### config.mk
export PLATFORM = sky130hd
export DESIGN_NAME = exec_muldiv_ctrl
export DESIGN_NICKNAME = d
export VERILOG_FILES = /design/src/rtl/exec_muldiv_ctrl.sv
export SDC_FILE = /design/constraint.sdc
export NUM_CORES = 1
export LEC_CHECK = 0
export CAP_MARGIN = 40
export CORE_MARGIN = 2
export CORE_UTILIZATION = 40
export DETAILED_ROUTE_END_ITERATION = 10
export GPL_TIMING_DRIVEN = 0
export SLEW_MARGIN = 20
export SYNTH_ARGS = -nofsm -noshare
export SYNTH_HDL_FRONTEND = slang
export SYNTH_SLANG_ARGS = --single-unit
### constraint.sdc
create_clock -name clk -period 3.53 [get_ports clk]
set_input_delay 0.706 -clock clk [delete_from_list [all_inputs] [get_ports clk]]
set_output_delay 0.706 -clock clk [all_outputs]
set_load 0.005 [all_outputs]
### src/rtl/exec_muldiv_ctrl.sv
// Iterative 8-bit multiply/divide sequencer beside the EX-stage ALU: shift-add MUL/MULH,
// restoring DIV/REM, 8 RUN cycles. Optional macro MULDIV_EARLY_OUT_EN shortens trivial ops.
`timescale 1ns/1ps
module exec_muldiv_ctrl (
  input  logic       clk,
  input  logic       reset_n,
  input  logic       start,
  input  logic [1:0] op,
  input  logic       is_unsigned,
  input  logic [7:0] a,
  input  logic [7:0] b,
  input  logic       flush,
  output logic       stall,
  output logic       busy,
  output logic       done,
  output logic [7:0] result,
  output logic       div_by_zero
);

  typedef enum logic [1:0] {S_IDLE, S_RUN, S_DONE} state_t;

  state_t      r_state;
  logic [1:0]  r_op;
  logic        r_neg;
  logic        r_bz;
  logic [7:0]  r_a_raw;
  logic [7:0]  r_mcand;
  logic [7:0]  r_shift;
  logic [3:0]  r_cnt;
  logic [15:0] r_acc;
  logic        r_busy;
  logic        r_done;
  logic        r_dbz;
  logic [7:0]  r_result;
`ifdef MULDIV_EARLY_OUT_EN
  logic        r_early;
`endif

  logic [7:0]  w_a_mag, w_b_mag;
  logic        w_neg;
  logic [8:0]  w_add;
  logic [8:0]  w_rem_sh;
  logic [7:0]  w_sub;
  logic        w_ge;
  logic [15:0] w_acc_next;
  logic [15:0] w_prod;
  logic [7:0]  w_quo, w_rem;
  logic [7:0]  w_res;
  logic        w_last;

  assign w_a_mag = (!is_unsigned && a[7]) ? (8'd0 - a) : a;
  assign w_b_mag = (!is_unsigned && b[7]) ? (8'd0 - b) : b;
  // REM takes the dividend's sign; the other ops take the product/quotient sign
  assign w_neg   = !is_unsigned && ((op == 2'b11) ? a[7] : (a[7] ^ b[7]));

  assign stall       = ((r_state == S_IDLE) && start) || (r_state == S_RUN);
  assign busy        = r_busy;
  assign done        = r_done;
  assign result      = r_result;
  assign div_by_zero = r_dbz;

  always_comb begin
    w_add      = {1'b0, r_acc[15:8]} + (r_shift[0] ? {1'b0, r_mcand} : 9'd0);
    w_rem_sh   = {r_acc[15:8], r_shift[7]};
    w_ge       = (w_rem_sh >= {1'b0, r_mcand});
    // on success the true difference is below the divisor, so 8 bits suffice
    w_sub      = w_rem_sh[7:0] - r_mcand;
    w_acc_next = {w_add, r_acc[7:1]};
    if (r_op[1])
      w_acc_next = w_ge ? {w_sub, r_acc[6:0], 1'b1} : {w_rem_sh[7:0], r_acc[6:0], 1'b0};
    w_prod     = r_neg ? (16'd0 - w_acc_next) : w_acc_next;
    w_quo      = r_neg ? (8'd0 - w_acc_next[7:0])  : w_acc_next[7:0];
    w_rem      = r_neg ? (8'd0 - w_acc_next[15:8]) : w_acc_next[15:8];
    unique case (r_op)
      2'b00:   w_res = w_prod[7:0];
      2'b01:   w_res = w_prod[15:8];
      2'b10:   w_res = r_bz ? 8'hFF : w_quo;
      default: w_res = r_bz ? r_a_raw : w_rem;
    endcase
    w_last     = (r_cnt == 4'd7);
`ifdef MULDIV_EARLY_OUT_EN
    if (r_early) w_last = 1'b1;
`endif
  end

  always_ff @(posedge clk or negedge reset_n) begin
    if (!reset_n) begin
      r_state  <= S_IDLE;
      r_op     <= 2'b00;
      r_neg    <= 1'b0;
      r_bz     <= 1'b0;
      r_a_raw  <= 8'd0;
      r_mcand  <= 8'd0;
      r_shift  <= 8'd0;
      r_cnt    <= 4'd0;
      r_acc    <= 16'd0;
      r_busy   <= 1'b0;
      r_done   <= 1'b0;
      r_dbz    <= 1'b0;
      r_result <= 8'd0;
`ifdef MULDIV_EARLY_OUT_EN
      r_early  <= 1'b0;
`endif
    end else begin
      r_done <= 1'b0;
      r_dbz  <= 1'b0;
      unique case (r_state)
        S_IDLE: begin
          if (start && !flush) begin
            r_op    <= op;
            r_neg   <= w_neg;
            r_bz    <= (b == 8'd0);
            r_a_raw <= a;
            // MUL: add |a|, shift |b| right; DIV: shift |a| in from the top, subtract |b|
            r_mcand <= op[1] ? w_b_mag : w_a_mag;
            r_shift <= op[1] ? w_a_mag : w_b_mag;
            r_cnt   <= 4'd0;
            r_acc   <= 16'd0;
            r_busy  <= 1'b1;
            r_state <= S_RUN;
`ifdef MULDIV_EARLY_OUT_EN
            r_early <= op[1] ? (b == 8'd0) : ((a == 8'd0) || (b == 8'd0));
`endif
          end
        end
        S_RUN: begin
          if (flush) begin
            r_busy  <= 1'b0;
            r_state <= S_IDLE;
          end else begin
            r_acc   <= w_acc_next;
            r_shift <= r_op[1] ? {r_shift[6:0], 1'b0} : {1'b0, r_shift[7:1]};
            r_cnt   <= r_cnt + 4'd1;
            if (w_last) begin
              r_result <= w_res;
              r_done   <= 1'b1;
              r_dbz    <= r_op[1] && r_bz;
              r_state  <= S_DONE;
            end
          end
        end
        default: begin
          r_busy  <= 1'b0;
          r_state <= S_IDLE;
        end
      endcase
    end
  end

endmodule

==> impl_metrics.env, run 1 <==
export IMPL_status="complete, no violations"
export IMPL_period_minus_slack_ns=3.42
export IMPL_worstMarginPinSlew_ns=0.808
export IMPL_reg2reg_depth=12
export IMPL_setup_violations=0
export IMPL_start_kind="register"
export IMPL_cts_tree="built"
export IMPL_synth_top_area_share_pct=32.5
export IMPL_cts_made_buffers=9
export IMPL_dpl_worst_slack_ns=-0.488
export IMPL_slew_viol_final=0
export IMPL_r2r_setup_slack_ns=0.11
export IMPL_pwr_share_seq_pct=23.5
export IMPL_synth_lib_cells_used_distinct=64
export IMPL_synth_xor_area_share_pct=8.03
export IMPL_cts_max_path_buffers=2
export IMPL_grt_pass1_wl_mm=22.7
export IMPL_hpwl_mm=10.8
export IMPL_totalPowerFinal_w=0.00412
export IMPL_critPathCaptureType="register"
export IMPL_drive_gt1_share_pct=12.3
export IMPL_synth_simple_gate_area_share_pct=20.7
export IMPL_clkTransAtPathRegs_ns=0.06
export IMPL_fp_row_count=39
export IMPL_synth_nets=634
export IMPL_die_w_um=112
export IMPL_ant_nets=0
export IMPL_antenna_found_initial=0
export IMPL_switchingPower_w=0.00176
export IMPL_synth_cells=589
export IMPL_io_buffer_count=34
export IMPL_worst_ep_arrival_time_ns=3.63
export IMPL_setup_slack_ns=0.113
export IMPL_synth_fa_ha_area_share_pct=6.19
export IMPL_fmaxAchievable_mhz=293
export IMPL_cts_root_buf="clkbuf_16"
export IMPL_grt_max_degree=42
export IMPL_grt_use_total_pct=22.8
export IMPL_swShare_pct=42.7
export IMPL_startpoint="r_acc[9]"
export IMPL_holdBufCountCts=0
export IMPL_io_pins=35
export IMPL_slew_headroom_pct=45.7
export IMPL_synth_area_leaders="dfrtp_1 33%, o21ai_0 6.2%, nand2_1 5.9%"
export IMPL_vias=4503
export IMPL_grt_overflow=0
export IMPL_p_leak_nw=2.44
export IMPL_place_congestion=0.946
export IMPL_period_share_pct=96.8
export IMPL_crit_path_max_fanout=6
export IMPL_clock_latency_ns=0.34
export IMPL_antennaDiodeCount=0
export IMPL_hp_class="primary input to async pin"
export IMPL_yosysMostFrequentCell="nand2_1"
export IMPL_placeableCoreArea_sq_mm=0.0114
export IMPL_areaGrowthSynthToFinish_pct=23.5
export IMPL_synth_compound_area_share_pct=24.0
export IMPL_finalHoldViolCount=0
export IMPL_dieArea_sq_mm=0.0126
export IMPL_yosys_warnings=0
export IMPL_synth_top_family_by_area="compound AO/OA/AOI/OAI gates"
export IMPL_hold_ws_ns=0.257
export IMPL_synth_edf_count=0
export IMPL_drv_cap=0
export IMPL_via_per_inst=5.66
export IMPL_synth_area_per_cell_sq_um=7.96
export IMPL_routedWlPerCell_um=17.8
export IMPL_final_cell_area_sq_mm=0.00579
export IMPL_clock_sinks=61
export IMPL_p_int_w=0.00236
export IMPL_synthesis_area_sq_mm=0.00469
export IMPL_ctsHtreeMaxLevel=3
export IMPL_post_synth_top_area_cell="dfrtp_1"
export IMPL_async_reset_ff_share_pct=100
export IMPL_die_height_um=112
export IMPL_r2r_end="result[7]"
export IMPL_vdd_drop_max_v=0.000475
export IMPL_synthFlopType="dfrtp_1"
export IMPL_r2r_start="r_acc[9]"
export IMPL_pwr_density_cell_mw_per_mm2=712
export IMPL_start_util_pct=41.1
export IMPL_synth_seq_cells=61
export IMPL_drc_errors=0
export IMPL_endpoint="result[7]"
export IMPL_cp_required_ns=3.75
export IMPL_grt_pass1_vias=4331
export IMPL_wl_mm=14.1
export IMPL_dpl_cell_area_sq_mm=0.00523
export IMPL_synth_top_cells_by_count="74 x nand2_1, 67 x nor2_1, 61 x dfrtp_1"
export IMPL_nets=692
export IMPL_p_clk_share_pct=21.7
export IMPL_first_pass_iters=5
export IMPL_fin_worst_skew_ns=0.00724
export IMPL_synth_seq_area_share_pct=32.5
export IMPL_drtIter0Drc=214
export IMPL_synth_mux_area_share_pct=3.89
export IMPL_p_comb_share_pct=54.9
export IMPL_worstSetupPathType="register to register"
[worst max-delay path, stage by stage, from the launching register on]
cell      delay (ns)
dfrtp_1         0.48
ha_2            0.38
a21oi_1         0.21
o21ai_2         0.11
and4_2          0.30
nor2_4          0.14
o211ai_1        0.24
or3_1           0.42
buf_2           0.19
o41ai_4         0.35
xor2_1          0.13
a221oi_2        0.29
nor2_1          0.07
[layout make-up]
class                           count  area [sq um]
Buffer                             31           130
Tap cell                          143           179
Clock inverter                      5          58.8
Sequential cell                    61          1530
Inverter                           24          90.1
Timing Repair Buffer               47           445
Fill cell                        1145          5630
Clock buffer                       11           243
Multi-Input combinational cell    473          3120
[worst min-delay path by stage]
stage,from,to,slack [ns],depth (start not counted)
floorplan,reset_n,busy,0.41,0
global placement,r_a_raw[7],r_a_raw[7],0.47,2
detailed placement,r_a_raw[7],r_a_raw[7],0.47,2
CTS,reset_n,r_acc[3],0.26,1
global route,reset_n,r_acc[7],0.28,1
finish,reset_n,r_acc[2],0.26,1
[metrics by stage]
step / utilization (%) / cells / setup TNS (ns)
after floorplan: - / 589 / 0
after global placement: 45.6 / 766 / -13.39
after detailed placement: 45.8 / 768 / -1.92
after CTS: 48.9 / 786 / -0.00102
after global routing: 50.7 / 795 / -0.0208
final: 50.7 / 795 / 0
[state kept, by name, summed over array words and instances (netlist names)]
signal	cells
r_op	2
done	1
r_state	2
r_acc	16
r_bz	1
div_by_zero	1
r_cnt	4
r_neg	1
r_shift	8
result	8
r_mcand	8
r_a_raw	8
busy	1
[power groups by stage]
| stage | Clock [W] | Sequential (W) | Combinational, W |
|---|---|---|---|
| 6_report | 0.000894 | 0.000967 | 0.00226 |
| 5_1_grt | 0.000942 | 0.000986 | 0.00248 |
| 4_1_cts | 0.000906 | 0.000958 | 0.00202 |
| 3_5_place_dp | 0 | 0.000970 | 0.00194 |
| 3_3_place_gp | 0 | 0.000963 | 0.00189 |
| 2_1_floorplan | 0 | 0.000918 | 0.00148 |
[routing by layer]
| layer | wire length [um] | vias up | global-route usage, % |
|---|---|---|---|
| li1 | - | 2201 | - |
| met1 | 6320 | 2147 | 30.5 |
| met2 | 6720 | 129 | 36.8 |
| met3 | 761 | 26 | 4.16 |
| met4 | 330 | 0 | 8.62 |
| met5 | 0 | - | 0 |
[cells by family after synthesis]
logic type / after synthesis
buffers and inverters: 55
adder cells (fa/ha/maj): 22
AND/OR/NAND/NOR: 210
flip-flops: 61
XOR/XNOR: 43
AO/OA/AOI/OAI: 180
multiplexers: 18
[what timing repair did]
| action | in CTS | in global routing |
|---|---|---|
| pin swaps | 2 | 18 |
| setup buffers | 2 | 9 |
| endpoints found under the setup margin | 6 | 7 |
| resized for setup | 11 | 31 |
[placed cells by master (no fill, tap or decap), types with 3 or more instances in the layout]
| cell type | synthesis | routed |
|---|---|---|
| nand2_1 | 74 | 72 |
| mux2i_1 | 16 | 15 |
| clkbuf_16 | 0 | 9 |
| nor2b_1 | 5 | 5 |
| buf_2 | 2 | 4 |
| a31oi_1 | 12 | 12 |
| nand2b_1 | 7 | 7 |
| o221ai_1 | 3 | 3 |
| nand3b_1 | 3 | 3 |
| ha_4 | 0 | 4 |
| o21ai_1 | 2 | 4 |
| inv_1 | 23 | 23 |
| clkbuf_1 | 25 | 25 |
| o21ai_0 | 58 | 54 |
| clkdlybuf4s50_1 | 0 | 33 |
| xor2_1 | 18 | 18 |
| nand3_1 | 4 | 4 |
| a211oi_2 | 1 | 3 |
| xnor2_1 | 25 | 25 |
| buf_4 | 0 | 12 |
| a21oi_1 | 51 | 51 |
| nor2_1 | 67 | 66 |
| and2_1 | 11 | 10 |
| a22o_1 | 8 | 7 |
| o22ai_1 | 8 | 8 |
| dfrtp_1 | 61 | 60 |
| ha_1 | 20 | 13 |
| ha_2 | 0 | 3 |
| a21o_1 | 4 | 4 |
| a221oi_2 | 1 | 3 |
| nor3_1 | 18 | 18 |
| o31ai_1 | 6 | 5 |
No activity file was read; power rests on OpenSTA's default activity.
==> inputs of run 2 (changes only) <==
--- a/config.mk
+++ b/config.mk
@@ -5,11 +5,11 @@
 export SDC_FILE = /design/constraint.sdc
 export NUM_CORES = 1
 export LEC_CHECK = 0
-export CAP_MARGIN = 40
 export CORE_MARGIN = 2
 export CORE_UTILIZATION = 40
 export DETAILED_ROUTE_END_ITERATION = 10
 export GPL_TIMING_DRIVEN = 0
+export SKIP_LAST_GASP = 1
 export SLEW_MARGIN = 20
 export SYNTH_ARGS = -nofsm -noshare
 export SYNTH_HDL_FRONTEND = slang
==> impl_metrics.env, run 2 (same netlist as run 1, synthesis figures left out) <==
export IMPL_swShare_pct=42.0
export IMPL_place_congestion=0.946
export IMPL_cp_required_ns=3.74
export IMPL_p_int_w=0.00239
export IMPL_worstSetupPathType="register to register"
export IMPL_cts_tree="built"
export IMPL_drc_errors=0
export IMPL_p_clk_share_pct=22.6
export IMPL_placeableCoreArea_sq_mm=0.0114
export IMPL_drive_gt1_share_pct=11.1
export IMPL_start_kind="register"
export IMPL_clock_latency_ns=0.33
export IMPL_worstMarginPinSlew_ns=1.02
export IMPL_hp_class="primary input to async pin"
export IMPL_pwr_share_seq_pct=23.2
export IMPL_pwr_density_cell_mw_per_mm2=715
export IMPL_areaGrowthSynthToFinish_pct=22.6
export IMPL_status="complete, no violations"
export IMPL_cts_made_buffers=9
export IMPL_dieArea_sq_mm=0.0126
export IMPL_antennaDiodeCount=0
export IMPL_die_w_um=112
export IMPL_die_height_um=112
export IMPL_grt_max_degree=42
export IMPL_ant_nets=0
export IMPL_p_leak_nw=2.45
export IMPL_period_share_pct=96.7
export IMPL_first_pass_iters=5
export IMPL_io_buffer_count=34
export IMPL_holdBufCountCts=0
export IMPL_routedWlPerCell_um=17.4
export IMPL_drv_cap=0
export IMPL_ctsHtreeMaxLevel=3
export IMPL_drtIter0Drc=258
export IMPL_clkTransAtPathRegs_ns=0.05
export IMPL_slew_headroom_pct=31.4
export IMPL_wl_mm=13.8
export IMPL_cts_max_path_buffers=2
export IMPL_setup_violations=0
export IMPL_cts_root_buf="clkbuf_16"
export IMPL_grt_overflow=0
export IMPL_most_common_layout_cells="72 x nand2_1, 66 x nor2_1, 60 x dfrtp_1"
export IMPL_worst_ep_arrival_time_ns=3.62
export IMPL_fin_worst_skew_ns=0.00843
export IMPL_nets=691
export IMPL_largest_register="r_acc"
export IMPL_critPathCaptureType="register"
export IMPL_hold_ws_ns=0.260
export IMPL_totalPowerFinal_w=0.00411
export IMPL_vdd_drop_max_v=0.000316
export IMPL_start_util_pct=41.1
export IMPL_period_minus_slack_ns=3.41
export IMPL_fmaxAchievable_mhz=293
export IMPL_p_comb_share_pct=54.1
export IMPL_clock_sinks=61
export IMPL_switchingPower_w=0.00173
export IMPL_grt_pass1_wl_mm=22.4
export IMPL_io_pins=35
export IMPL_largest_register_ff_count=16
export IMPL_fp_row_count=39
export IMPL_grt_pass1_vias=4271
export IMPL_finalHoldViolCount=0
export IMPL_layout_commonest_cell="nand2_1"
export IMPL_via_per_inst=5.66
export IMPL_antenna_found_initial=0
export IMPL_vias=4491
export IMPL_crit_path_max_fanout=6
export IMPL_hpwl_mm=10.8
export IMPL_grt_use_total_pct=22.4
export IMPL_slew_viol_final=0
run 2: cell count changes in the layout (fill, tap and decap cells not counted), sizes merged:
cell      before  now
clkinv         2    3
bufinv         1    2
buf           19   18
clkbuf        37   36
clkinvlp       2    1
run 2: layer usage:
layer,vias to the layer above,wire length [um],part of all wire [%],track usage [%]
met5,-,0,0,0
met1,2140,6350,46,30.8
met2,129,6540,47,36.7
li1,2200,-,-,-
met4,0,290,2.1,5.69
met3,22,656,4.7,3.89
run 2: critical path: stages, from the launching register on:
cell and delay, ns:
dfrtp_1 0.48, ha_2 0.38, a21oi_1 0.22, o21ai_2 0.12
and4_2 0.30, nor2_4 0.15, o211ai_1 0.25, or3_1 0.42
buf_2 0.19, o41ai_4 0.34, xor2_1 0.12, a221oi_2 0.27
nor2_1 0.06
run 2: layout make-up:
type                    instances  area (sq um)
well taps                     143           179
clock buffers                  10           229
inverters                      24          90.1
repair buffers                 46           440
fillers                      1160          5670
clock inverters                 6          86.3
multi-input cells             473          3070
flip-flops and latches         61          1530
plain buffers                  31           130
run 2: through the flow:
stage	setup TNS, ns	worst slack [ns]	util, %	area, sq um	std cells
after floorplan	0	0.166	-	4690	589
after global placement	-13.39	-0.349	45.6	5210	766
after detailed placement	-1.86	-0.470	45.8	5230	767
after CTS	0	0.00240	49.0	5600	786
after global routing	-0.0725	-0.0283	50.4	5750	794
final	0	0.116	50.4	5750	794
run 2: final timing paths:
check                                 from    endpoint  slack, ns  cells past startpoint
worst max-delay path              r_acc[9]   result[7]       0.12                     12
worst max register to register    r_acc[9]   result[7]       0.12                     12
min in group clk                r_a_raw[7]  r_a_raw[7]       0.48                      2
worst min-delay path               reset_n   result[1]       0.26                      1
max in group asynchronous          reset_n  r_shift[0]       2.76                      2
worst min register to register  r_a_raw[7]  r_a_raw[7]       0.48                      2
run 2: timing repair:
item	CTS	global route
buffers inserted	3	8
resized for setup	12	24
endpoints found under the setup margin	6	7
pin swaps	1	15
run 2: power groups by stage:
| stage | combinational (W) | clock (W) | sequential (W) |
|---|---|---|---|
| 3_5_place_dp | 0.00194 | 0 | 0.000969 |
| 4_1_cts | 0.00202 | 0.000946 | 0.000955 |
| 5_1_grt | 0.00243 | 0.000987 | 0.000976 |
| 6_report | 0.00223 | 0.000931 | 0.000956 |
| 3_3_place_gp | 0.00189 | 0 | 0.000963 |
| 2_1_floorplan | 0.00148 | 0 | 0.000918 |
